<file path="src/rtl/fp16_defs.vh">
// Shared binary16 widths, special-result codes and canonical NaN.
// Textually included into a package scope so fpadd can reuse the same values.
localparam int EXP_W  = 5;
localparam int FRAC_W = 10;
localparam int MANT_W = 11;
localparam int ALN_W  = 14;

localparam logic [1:0] SPC_NORMAL = 2'b00;
localparam logic [1:0] SPC_INF    = 2'b01;
localparam logic [1:0] SPC_NAN    = 2'b10;
localparam logic [1:0] SPC_ZERO   = 2'b11;

localparam logic [15:0] CANON_NAN = 16'h7E00;

</file>
<file path="src/rtl/fp16_align_pkg.sv">
// Types and the sticky right-shift helper for the binary16 alignment stage.
package fp16_align_pkg;
  `include "fp16_defs.vh"

  typedef enum logic [1:0] {
    SPEC_NORMAL = SPC_NORMAL,
    SPEC_INF    = SPC_INF,
    SPEC_NAN    = SPC_NAN,
    SPEC_ZERO   = SPC_ZERO
  } special_e;

  typedef struct packed {
    logic              signL;
    logic              sub;
    logic [EXP_W-1:0]  expL;
    logic [MANT_W-1:0] mantL;
    logic [MANT_W-1:0] mantRawS;
    logic [EXP_W-1:0]  shamt;
    special_e          special;
    logic [15:0]       specVal;
  } stage1_t;

  typedef struct packed {
    logic              signL;
    logic              sub;
    logic [EXP_W-1:0]  expL;
    logic [MANT_W-1:0] mantL;
    logic [ALN_W-1:0]  mantS;
    special_e          special;
    logic [15:0]       specVal;
  } stage2_t;

  // Bits that fall off the right are folded into bit 0; huge shifts leave only sticky.
  function automatic logic [ALN_W-1:0] alignShift(input logic [MANT_W-1:0] mant,
                                                  input logic [EXP_W-1:0]  shamt);
    logic [2*ALN_W-1:0] wide;
    logic [ALN_W-1:0]   res;
    wide = '0;
    if (shamt >= EXP_W'(ALN_W)) begin
      res = {{(ALN_W-1){1'b0}}, |mant};
    end else begin
      wide = {mant, {(ALN_W-MANT_W){1'b0}}, {ALN_W{1'b0}}} >> shamt;
      res  = wide[2*ALN_W-1:ALN_W] | {{(ALN_W-1){1'b0}}, |wide[ALN_W-1:0]};
    end
    return res;
  endfunction
endpackage

</file>
<file path="src/rtl/fp16_align_if.sv">
// Operand-pair input handshake and aligned-result output handshake of fp16_align.
interface fp16_align_if;
  import fp16_align_pkg::*;

  logic              in_valid;
  logic              in_ready;
  logic [15:0]       a;
  logic [15:0]       b;
  logic              out_valid;
  logic              out_ready;
  logic              sign_l;
  logic              sub;
  logic [EXP_W-1:0]  exp_l;
  logic [MANT_W-1:0] mant_l;
  logic [ALN_W-1:0]  mant_s;
  logic [1:0]        special;
  logic [15:0]       spec_val;

  modport slave (
    input  in_valid, a, b, out_ready,
    output in_ready, out_valid, sign_l, sub, exp_l, mant_l, mant_s, special, spec_val
  );

  modport master (
    output in_valid, a, b, out_ready,
    input  in_ready, out_valid, sign_l, sub, exp_l, mant_l, mant_s, special, spec_val
  );
endinterface

</file>
<file path="src/rtl/fp16_align_unpack.sv">
// Combinational binary16 field decoder: subnormals get exponent 1 and hidden bit 0.
module fp16_unpack
  import fp16_align_pkg::*;
(
  input  logic [15:0]       op_i,
  output logic              sign_o,
  output logic [EXP_W-1:0]  exp_o,
  output logic [MANT_W-1:0] mant_o,
  output logic              isZero_o,
  output logic              isInf_o,
  output logic              isNan_o
);
  logic [EXP_W-1:0]  rawExp;
  logic [FRAC_W-1:0] frac;
  logic              expZero;
  logic              expMax;

  assign rawExp  = op_i[FRAC_W +: EXP_W];
  assign frac    = op_i[FRAC_W-1:0];
  assign expZero = (rawExp == '0);
  assign expMax  = &rawExp;

  assign sign_o   = op_i[15];
  assign exp_o    = expZero ? EXP_W'(1) : rawExp;
  assign mant_o   = {!expZero, frac};
  assign isZero_o = expZero && (frac == '0);
  assign isInf_o  = expMax && (frac == '0);
  assign isNan_o  = expMax && (frac != '0);
endmodule

</file>
<file path="src/rtl/fp16_align.sv">
// Two-stage binary16 pre-adder: stage 1 unpacks, compares and swaps, stage 2 aligns
// the smaller significand with guard/round/sticky bits.
module fp16_align
  import fp16_align_pkg::*;
(
  input  logic         clk,
  input  logic         rst,
  fp16_align_if.slave  alignBus_io
);
  logic              signA, signB, zeroA, zeroB, infA, infB, nanA, nanB;
  logic [EXP_W-1:0]  expA, expB;
  logic [MANT_W-1:0] mantA, mantB;

  fp16_unpack uUnpackA (
    .op_i(alignBus_io.a), .sign_o(signA), .exp_o(expA), .mant_o(mantA),
    .isZero_o(zeroA), .isInf_o(infA), .isNan_o(nanA)
  );

  fp16_unpack uUnpackB (
    .op_i(alignBus_io.b), .sign_o(signB), .exp_o(expB), .mant_o(mantB),
    .isZero_o(zeroB), .isInf_o(infB), .isNan_o(nanB)
  );

  stage1_t s1_q, s1_d, s1New;
  stage2_t out_q, out_d;
  logic    s1Valid_q, s1Valid_d;
  logic    outValid_q, outValid_d;
  logic    s2Free, s1Adv, inReady, accept, aLarger;

  // out_ready -> in_ready is the only combinational path through the stage.
  assign s2Free  = !outValid_q || alignBus_io.out_ready;
  assign s1Adv   = s1Valid_q && s2Free;
  assign inReady = !rst && (!s1Valid_q || s2Free);
  assign accept  = alignBus_io.in_valid && inReady;

  // Magnitude compare on raw {exp, frac}; ties go to a.
  always_comb begin
    s1New   = '0;
    aLarger = (alignBus_io.a[14:0] >= alignBus_io.b[14:0]);
    s1New.sub = signA ^ signB;
    if (aLarger) begin
      s1New.signL    = signA;
      s1New.expL     = expA;
      s1New.mantL    = mantA;
      s1New.mantRawS = mantB;
      s1New.shamt    = expA - expB;
    end else begin
      s1New.signL    = signB;
      s1New.expL     = expB;
      s1New.mantL    = mantB;
      s1New.mantRawS = mantA;
      s1New.shamt    = expB - expA;
    end
    if (nanA || nanB || (infA && infB && (signA != signB))) begin
      s1New.special = SPEC_NAN;
      s1New.specVal = CANON_NAN;
    end else if (infA) begin
      s1New.special = SPEC_INF;
      s1New.specVal = alignBus_io.a;
    end else if (infB) begin
      s1New.special = SPEC_INF;
      s1New.specVal = alignBus_io.b;
    end else if (zeroA && zeroB) begin
      s1New.special = SPEC_ZERO;
      s1New.specVal = {signA && signB, 15'h0000};
    end
  end

  always_comb begin
    s1Valid_d  = s1Valid_q;
    s1_d       = s1_q;
    outValid_d = outValid_q;
    out_d      = out_q;
    if (s1Adv) begin
      s1Valid_d = 1'b0;
    end
    if (accept) begin
      s1Valid_d = 1'b1;
      s1_d      = s1New;
    end
    if (s2Free) begin
      outValid_d = s1Valid_q;
    end
    if (s1Adv) begin
      out_d.signL   = s1_q.signL;
      out_d.sub     = s1_q.sub;
      out_d.expL    = s1_q.expL;
      out_d.mantL   = s1_q.mantL;
      out_d.mantS   = alignShift(s1_q.mantRawS, s1_q.shamt);
      out_d.special = s1_q.special;
      out_d.specVal = s1_q.specVal;
    end
  end

  always_ff @(posedge clk or posedge rst) begin
    if (rst) begin
      s1Valid_q  <= 1'b0;
      s1_q       <= '0;
      outValid_q <= 1'b0;
      out_q      <= '0;
    end else begin
      s1Valid_q  <= s1Valid_d;
      s1_q       <= s1_d;
      outValid_q <= outValid_d;
      out_q      <= out_d;
    end
  end

  assign alignBus_io.in_ready  = inReady;
  assign alignBus_io.out_valid = outValid_q;
  assign alignBus_io.sign_l    = out_q.signL;
  assign alignBus_io.sub       = out_q.sub;
  assign alignBus_io.exp_l     = out_q.expL;
  assign alignBus_io.mant_l    = out_q.mantL;
  assign alignBus_io.mant_s    = out_q.mantS;
  assign alignBus_io.special   = out_q.special;
  assign alignBus_io.spec_val  = out_q.specVal;
endmodule

</file>
<file path="src/flat_wrapper.sv">
// flat-port wrapper written by rule: the top's interface ports become plain ports
module fp16_align_flat import fp16_align_pkg::*;
  (clk, rst, alignBus_io_in_valid, alignBus_io_a, alignBus_io_b, alignBus_io_out_ready, alignBus_io_in_ready, alignBus_io_out_valid, alignBus_io_sign_l, alignBus_io_sub, alignBus_io_exp_l, alignBus_io_mant_l, alignBus_io_mant_s, alignBus_io_special, alignBus_io_spec_val);
  fp16_align_if alignBus_io_i ();
  input  logic clk;
  input  logic rst;
  input wire logic [$bits(alignBus_io_i.in_valid)-1:0] alignBus_io_in_valid;
  input wire logic [$bits(alignBus_io_i.a)-1:0] alignBus_io_a;
  input wire logic [$bits(alignBus_io_i.b)-1:0] alignBus_io_b;
  input wire logic [$bits(alignBus_io_i.out_ready)-1:0] alignBus_io_out_ready;
  output wire logic [$bits(alignBus_io_i.in_ready)-1:0] alignBus_io_in_ready;
  output wire logic [$bits(alignBus_io_i.out_valid)-1:0] alignBus_io_out_valid;
  output wire logic [$bits(alignBus_io_i.sign_l)-1:0] alignBus_io_sign_l;
  output wire logic [$bits(alignBus_io_i.sub)-1:0] alignBus_io_sub;
  output wire logic [$bits(alignBus_io_i.exp_l)-1:0] alignBus_io_exp_l;
  output wire logic [$bits(alignBus_io_i.mant_l)-1:0] alignBus_io_mant_l;
  output wire logic [$bits(alignBus_io_i.mant_s)-1:0] alignBus_io_mant_s;
  output wire logic [$bits(alignBus_io_i.special)-1:0] alignBus_io_special;
  output wire logic [$bits(alignBus_io_i.spec_val)-1:0] alignBus_io_spec_val;
  assign alignBus_io_i.in_valid = alignBus_io_in_valid;
  assign alignBus_io_i.a = alignBus_io_a;
  assign alignBus_io_i.b = alignBus_io_b;
  assign alignBus_io_i.out_ready = alignBus_io_out_ready;
  assign alignBus_io_in_ready = alignBus_io_i.in_ready;
  assign alignBus_io_out_valid = alignBus_io_i.out_valid;
  assign alignBus_io_sign_l = alignBus_io_i.sign_l;
  assign alignBus_io_sub = alignBus_io_i.sub;
  assign alignBus_io_exp_l = alignBus_io_i.exp_l;
  assign alignBus_io_mant_l = alignBus_io_i.mant_l;
  assign alignBus_io_mant_s = alignBus_io_i.mant_s;
  assign alignBus_io_special = alignBus_io_i.special;
  assign alignBus_io_spec_val = alignBus_io_i.spec_val;
  fp16_align u_core (.clk(clk), .rst(rst), .alignBus_io(alignBus_io_i));
endmodule
</file>
<file path="config.mk">
export PLATFORM = sky130hd
export DESIGN_NAME = fp16_align_flat
export DESIGN_NICKNAME = d
export VERILOG_FILES = /design/src/rtl/fp16_align_pkg.sv /design/src/rtl/fp16_align_if.sv /design/src/rtl/fp16_align_unpack.sv /design/src/rtl/fp16_align.sv /design/src/flat_wrapper.sv
export VERILOG_INCLUDE_DIRS = /design/src /design/src/rtl
export SDC_FILE = /design/constraint.sdc
export NUM_CORES = 1
export LEC_CHECK = 0
export CAP_MARGIN = 40
export CORE_MARGIN = 2
export CORE_UTILIZATION = 45
export DETAILED_ROUTE_END_ITERATION = 7
export PLACE_DENSITY = 0.68
export SLEW_MARGIN = 20
export SYNTH_ARGS = -nofsm -noshare
export SYNTH_HDL_FRONTEND = slang
export SYNTH_HIERARCHICAL = 1
export SYNTH_SLANG_ARGS = --single-unit
export TNS_END_PERCENT = 10
</file>
<file path="constraint.sdc">
create_clock -name clk -period 3.4 [get_ports clk]
set_input_delay 0.85 -clock clk [delete_from_list [all_inputs] [get_ports clk]]
set_output_delay 0.85 -clock clk [all_outputs]
set_load 0.03 [all_outputs]
</file>
==> flow_metrics.py <==
metrics = {
    "finish": {
        "multi_input_area_mm2": 0.00286,
        "final_cell_mix": "dfrtp_1, clkdlybuf4s50_1, nand2_1",
        "finalNetCount": 746,
        "layout_commonest_cell": "dfrtp_1",
        "syn_to_final_growth_pct": 24.1,
        "final_layout_size_suffix_gt1_share_pct": 15.1,
        "fin_cells": 861,
        "diodes": 0,
        "seq_area_mm2": 0.00260,
        "fillers": 1169,
        "final_cell_area_mm2": 0.00737,
    },
    "place": {
        "port_buffers": 87,
        "dp_cells": 843,
        "hpwl_um": 10800,
        "place_area_mm2": 0.00697,
        "pre_cts_slack_ps": 11.2,
        "finalWeightedCongestion": 0.858,
    },
    "global_route": {
        "grt_overflow_total": 0,
        "grtUsageTotal_pct": 20.9,
        "grt_max_degree": 63,
        "grt_pass1_wl_um": 23700,
        "grt_pass1_vias": 4815,
        "antenna_found_initial": 0,
    },
    "routing": {
        "routed_wirelength_um": 14200,
        "num_vias": 4653,
        "first_iter_violations": 306,
        "ant_nets": 0,
        "wl_per_cell_um": 16.5,
        "drt_first_pass_iters": 5,
        "vias_per_cell": 5.40,
        "drc": 0,
    },
    "die": {
        "die_h_um": 119,
        "io_pins": 88,
        "die_w_um": 119,
        "floorplan.rows": 41,
        "dieArea_mm2": 0.0141,
        "initial_core_util_pct": 46.6,
        "core_mm2": 0.0127,
    },
    "clock_tree": {
        "clockBufferDepth": 2,
        "path_clk_slew_ps": 70,
        "cts_setup_buffers": 0,
        "cts_resized": 0,
        "holdBufCountCts": 0,
        "clock-root-buffer": "clkbuf_16",
        "clock_sinks": 104,
        "htreeDepth": 3,
        "cts_made_buffers": 9,
        "clock_latency_ps": 360,
        "tritoncts": "yes",
    },
    "synth": {
        "synthFlopType": "dfrtp_1",
        "synth_cells": 613,
        "ys_seq_area_share_pct": 43.9,
        "synth_edf_count": 0,
        "syn_avg_cell_area_um2": 9.68,
        "synth_nets": 675,
        "synth.distinct_cells": 51,
        "syn-cell-area_mm2": 0.00593,
        "synth-seq-cells": 104,
        "synthArstFlopShare_pct": 100,
        "yosys_warnings": 6,
    },
    "worst_hold_path": {
        "hold_class": "reg2reg",
    },
    "sta": {
        "rsz0062_at_grt": "no",
        "fin_ws_ps": 262,
        "fmax_mhz": 319,
        "finalCriticalPeriod_ps": 3140,
        "clock_skew_ps": 8.29,
        "worst_slew_pin_slew_ps": 537,
        "setup_tns_ps": 0,
        "slew_violations": 0,
        "setup_viol": 0,
        "period_share_pct": 92.3,
        "maxSlewHeadroom_pct": 64.2,
        "hold_viol": 0,
    },
    "power_and_ir_drop": {
        "p_leak_nw": 3.37,
        "p_per_area_mw_per_mm2": 606,
        "ir_drop_v": 0.000348,
    },
    "worst_setup_path": {
        "critPathMaxFanout": 3,
        "crit_required_ps": 2550,
        "critPathKind": "in2out",
        "startpoint_type": "primary input",
        "end_kind": "primary output",
        "cp.arrival_ps": 2290,
    },
    "status": {
        "outcome": "finished, final reports clean",
    },
    "flow_run": {
        "drv_cap": 0,
    },
}
==> sequential cells by signal, indices dropped and copies added (netlist names) <==
register / count
u_core/alignBus_io.mant_l: 11
u_core/alignBus_io.out_valid: 1
u_core/alignBus_io.exp_l: 5
u_core/s1_q: 52
u_core/alignBus_io.sign_l: 1
u_core/alignBus_io.spec_val: 16
u_core/alignBus_io.special: 2
u_core/s1Valid_q: 1
u_core/alignBus_io.mant_s: 14
u_core/alignBus_io.sub: 1
==> where the power goes <==
part | internal [W] | switching [W] | total [W]
sequential | 0.00149 | 0.000177 | 0.00166
clock | 0.000796 | 0.000472 | 0.00127
combinational | 0.000688 | 0.000843 | 0.00153
==> final timing paths <==
kind / start / endpoint / slack [ps] / depth (start not counted)
worst min register to register: u_core/s1_q[34] / u_core/s1_q[34] / 480 / 2
worst min-delay path: u_core/s1_q[34] / u_core/s1_q[34] / 480 / 2
max in group asynchronous: rst / u_core/s1_q[40] / 1900 / 3
worst max register to register: u_core/s1_q[19] / u_core/alignBus_io.mant_s[0] / 1470 / 7
min in group asynchronous: rst / u_core/alignBus_io.mant_l[9] / 920 / 2
worst max-delay path: alignBus_io_out_ready / alignBus_io_in_ready / 260 / 4
==> per-stage QoR <==
step / util, % / power (W) / hold WS (ps)
2_1_floorplan: - / 0.00263 / 442
3_3_place_gp: 54.8 / 0.00317 / 462
3_5_place_dp: 54.8 / 0.00321 / 472
4_1_cts: 57.7 / 0.00449 / 488
5_1_grt: 57.9 / 0.00470 / 513
6_report: 57.9 / 0.00446 / 480
==> synth_stat cells (5+ instances only) <==
| cell type | number | area [um^2] |
|---|---|---|
| buf_2 | 5 | 25.0 |
| nor2b_1 | 5 | 31.3 |
| clkbuf_1 | 29 | 109 |
| a21o_1 | 7 | 52.6 |
| nand2_1 | 81 | 304 |
| inv_1 | 29 | 109 |
| mux2i_1 | 46 | 460 |
| a221oi_1 | 6 | 52.6 |
| mux2_2 | 41 | 462 |
| nand3_1 | 13 | 65.1 |
| dfrtp_1 | 104 | 2600 |
| buf_4 | 23 | 173 |
| o21ai_0 | 59 | 295 |
| a21oi_1 | 26 | 130 |
| ha_1 | 24 | 300 |
| nor2_1 | 38 | 143 |
| nor3_1 | 9 | 45.0 |
==> routing by layer <==
metal / GRT usage [%] / vias to the layer above / share of wire, %
met2: 36.0 / 105 / 49
met1: 25.6 / 2277 / 44
met3: 5.41 / 24 / 4.6
li1: - / 2247 / -
met4: 6.70 / 0 / 2.1
met5: 0 / - / 0
==> cells by family (layout without fill, tap and decap cells) <==
family	Yosys count	count (layout)	synth area share, %
and+or+nand+nor	176	176	13.6
adders and majority gates	26	26	5.73
buffers and inverters	93	169	8.07
AOI/OAI and AO/OA	125	125	12.8
DFF	104	104	43.9
xor gates and xnor gates	1	1	0.148
muxes	88	88	15.8
==> area by class of cell <==
type	instances	share of cell area [%]
inverters	30	1.58
multi-input cells	416	38.8
well taps	172	2.92
clock buffers	9	3.06
flip-flops and latches	104	35.3
clock inverters	7	1.94
repair buffers	123	16.4
==> critical path, cell delays in order <==
cell and delay [ps]:
clkdlybuf4s50_1 470, nor2b_1 70, a21oi_2 190, clkdlybuf4s50_1 700
Note: power is estimated with default switching activity, not from simulation.
==> edit (same settings) <==
`ALN_W`: 14 -> 28.
--- a/src/rtl/fp16_defs.vh
+++ b/src/rtl/fp16_defs.vh
@@ -3,7 +3,7 @@
 localparam int EXP_W  = 5;
 localparam int FRAC_W = 10;
 localparam int MANT_W = 11;
-localparam int ALN_W  = 14;
+localparam int ALN_W  = 28;
 
 localparam logic [1:0] SPC_NORMAL = 2'b00;
 localparam logic [1:0] SPC_INF    = 2'b01;
Ports: changed (resized alignBus_io_mant_s); port bits go from 88 to 102. The function was not compared with the original's and may differ.
==> edit against the unedited design <==
Critical path depth is the same. Setup slack lost 0.020 ns. Non-clock buffer count grew 22. First-iteration DRC count grew 16%. Routed wire length grew 26%. Global-route usage grew 1.9 points. Sequential power grew 17%. Via count grew 19%. Worst hold slack lost 0.0061 ns. Power grew 33%. Synthesized area grew 15%. Fmax shrank 0.64%. Highest routed layer unchanged. Final area grew 18%. Largest power group is now combinational logic. Sequential cell count grew 14.
==> edit: results (changes against the unedited design) <==
| Metric | Value |
|---|---|
| Status | finished clean |
| Reg2Reg Setup Slack | 0.89 ns (-0.58 ns) |
| Leak Pwr | 3.92 nW (+16%) |
| Tcrit/Tclk final | 92.9% (+0.59 points) |
| Unique cell type count in the Yosys netlist | 57 (+12%) |
| Wire length per cell | 17.6 um (+6.7%) |
| Largest net degree at the start of global routing | 89 (+41%) |
| Post-synthesis sequential area ratio | 43.2% (-0.65 points) |
| GRT Total Usage | 22.8% (+1.9 points) |
| Hold Path End | u_core/alignBus_io.mant_s[23] |
| Skew-Pair Late Insertion Delay | 0.42 ns (+0.06 ns) |
| DR vias | 5,549 (+19%) |
| Synth cell count leaders | 118 x dfrtp_1, 99 x nand2_1, 54 x o21ai_0 |
| Post-DP HPWL | 13,200 um (+22%) |
| Post-Syn Nets | 783 (+16%) |
| Final #Nets | 874 (+17%) |
| First-pass GRT wire length | 28,800 um (+22%) |
| Min-delay worst type | reg -> reg |
| Iteration-0 DRC count of the detailed router | 356 (+16%) |
| Peak VDD IR | 0.000379 V (+8.8%) |
| Hold_sp | u_core/alignBus_io.mant_s[23] |
| Number of H-tree levels | 4 (+1) |
| Share of post-route cells with drive strength above 1 | 16.7% (+1.6 points) |
| Final Skew | 0.00836 ns (+0.0000780 ns) |
| CP Max Fanout | 2 (-1) |
| Slew margin rel. | 58.5% (-5.7 points) |
| Critical Path AT | 2.31 ns (+0.02 ns) |
| Number of flops mapped to enable cells by yosys | 0 (unchanged) |
| Worst r2r dst | u_core/alignBus_io.mant_s[4] |
| CTS clk-pin slew, worst paths | 0.05 ns (-0.02 ns) |
| Total CTS buffers | 17 (+8) |
| Synth area leaders | dfrtp_1 43%, mux2_2 7.6%, mux2i_1 6.2% |
| FILL cells | 1,299 (+11%) |
| R2R cell count | 6 (-1) |
| Dpl ws | 0.0577 ns (+0.0466 ns) |
[edit: cell count changes after synthesis, moves of 6 or more]
cell / before / now
o21ai_1: 2 / 29
nor2_1: 38 / 49
dfrtp_1: 104 / 118
nand2_1: 81 / 99
buf_2: 5 / 11
[edit: metrics by stage]
stage	cell area, sq um	total power [mW]	std cells	util [%]	hold WS (ns)
detailed placement	8040	4.08	981	53.5	0.473
global route	8660	6.25	1013	57.6	0.499
floorplan	6840	3.28	721	-	0.442
global placement	8040	4.04	981	53.5	0.462
CTS	8660	5.99	1013	57.6	0.483
finish	8660	5.95	1013	57.6	0.474
[edit: worst max path at each step]
stage | from | to | slack (ns) | cells past startpoint
floorplan | alignBus_io_a[14] | u_core/s1_q[22] | 0.90 | 12
detailed placement | alignBus_io_b[4] | u_core/s1_q[45] | 0.06 | 11
CTS | alignBus_io_out_ready | alignBus_io_in_ready | 0.22 | 4
finish | alignBus_io_out_ready | alignBus_io_in_ready | 0.24 | 4
global route | alignBus_io_out_ready | alignBus_io_in_ready | 0.19 | 4
global placement | alignBus_io_b[6] | u_core/s1_q[45] | 0.08 | 11
[edit: area by class of cell]
type                    count  area (sq um)  share of cell area (%)
well taps                 188           235                    2.71
clock buffers              19           453                    5.23
flip-flops and latches    118          2950                    34.1
inverters                  33           128                    1.47
multi-input cells         497          3360                    38.8
repair buffers            145          1370                    15.8
clock inverters            13           171                    1.98
[edit: routing by layer]
| metal | GRT usage (%) | part of all wire [%] | vias up |
|---|---|---|---|
| met3 | 4.40 | 4.1 | 34 |
| met2 | 38.2 | 49 | 157 |
| met1 | 28.8 | 45 | 2680 |
| met4 | 10.5 | 2.8 | 0 |
| li1 | - | - | 2678 |
| met5 | 0 | 0 | - |
[edit: kinds of logic (layout without fill, tap and decap cells)]
| family | count (synthesis) | after routing | share of synthesized area [%] |
|---|---|---|---|
| fa+ha+maj | 26 | 26 | 4.98 |
| compound gates | 164 | 164 | 14.4 |
| flops | 118 | 118 | 43.2 |
| simple gates | 212 | 212 | 14.2 |
| xor+xnor | 1 | 1 | 0.128 |
| mux | 94 | 94 | 15.3 |
| buf+inv | 106 | 210 | 7.84 |
[edit: report_power, final]
group	leakage [nW]	switching [mW]	internal (mW)
combinational	2.10	1.19	0.915
clock	0.301	0.689	1.20
sequential	1.52	0.241	1.71
total	3.92	2.12	3.82
[edit: worst register-to-register path: stages (launching register included)]
cell     delay (ns)
dfrtp_1        0.74
buf_4          0.32
mux2_2         0.37
a21oi_1        0.30
o22ai_1        0.21
a32oi_1        0.30
o21ai_0        0.13
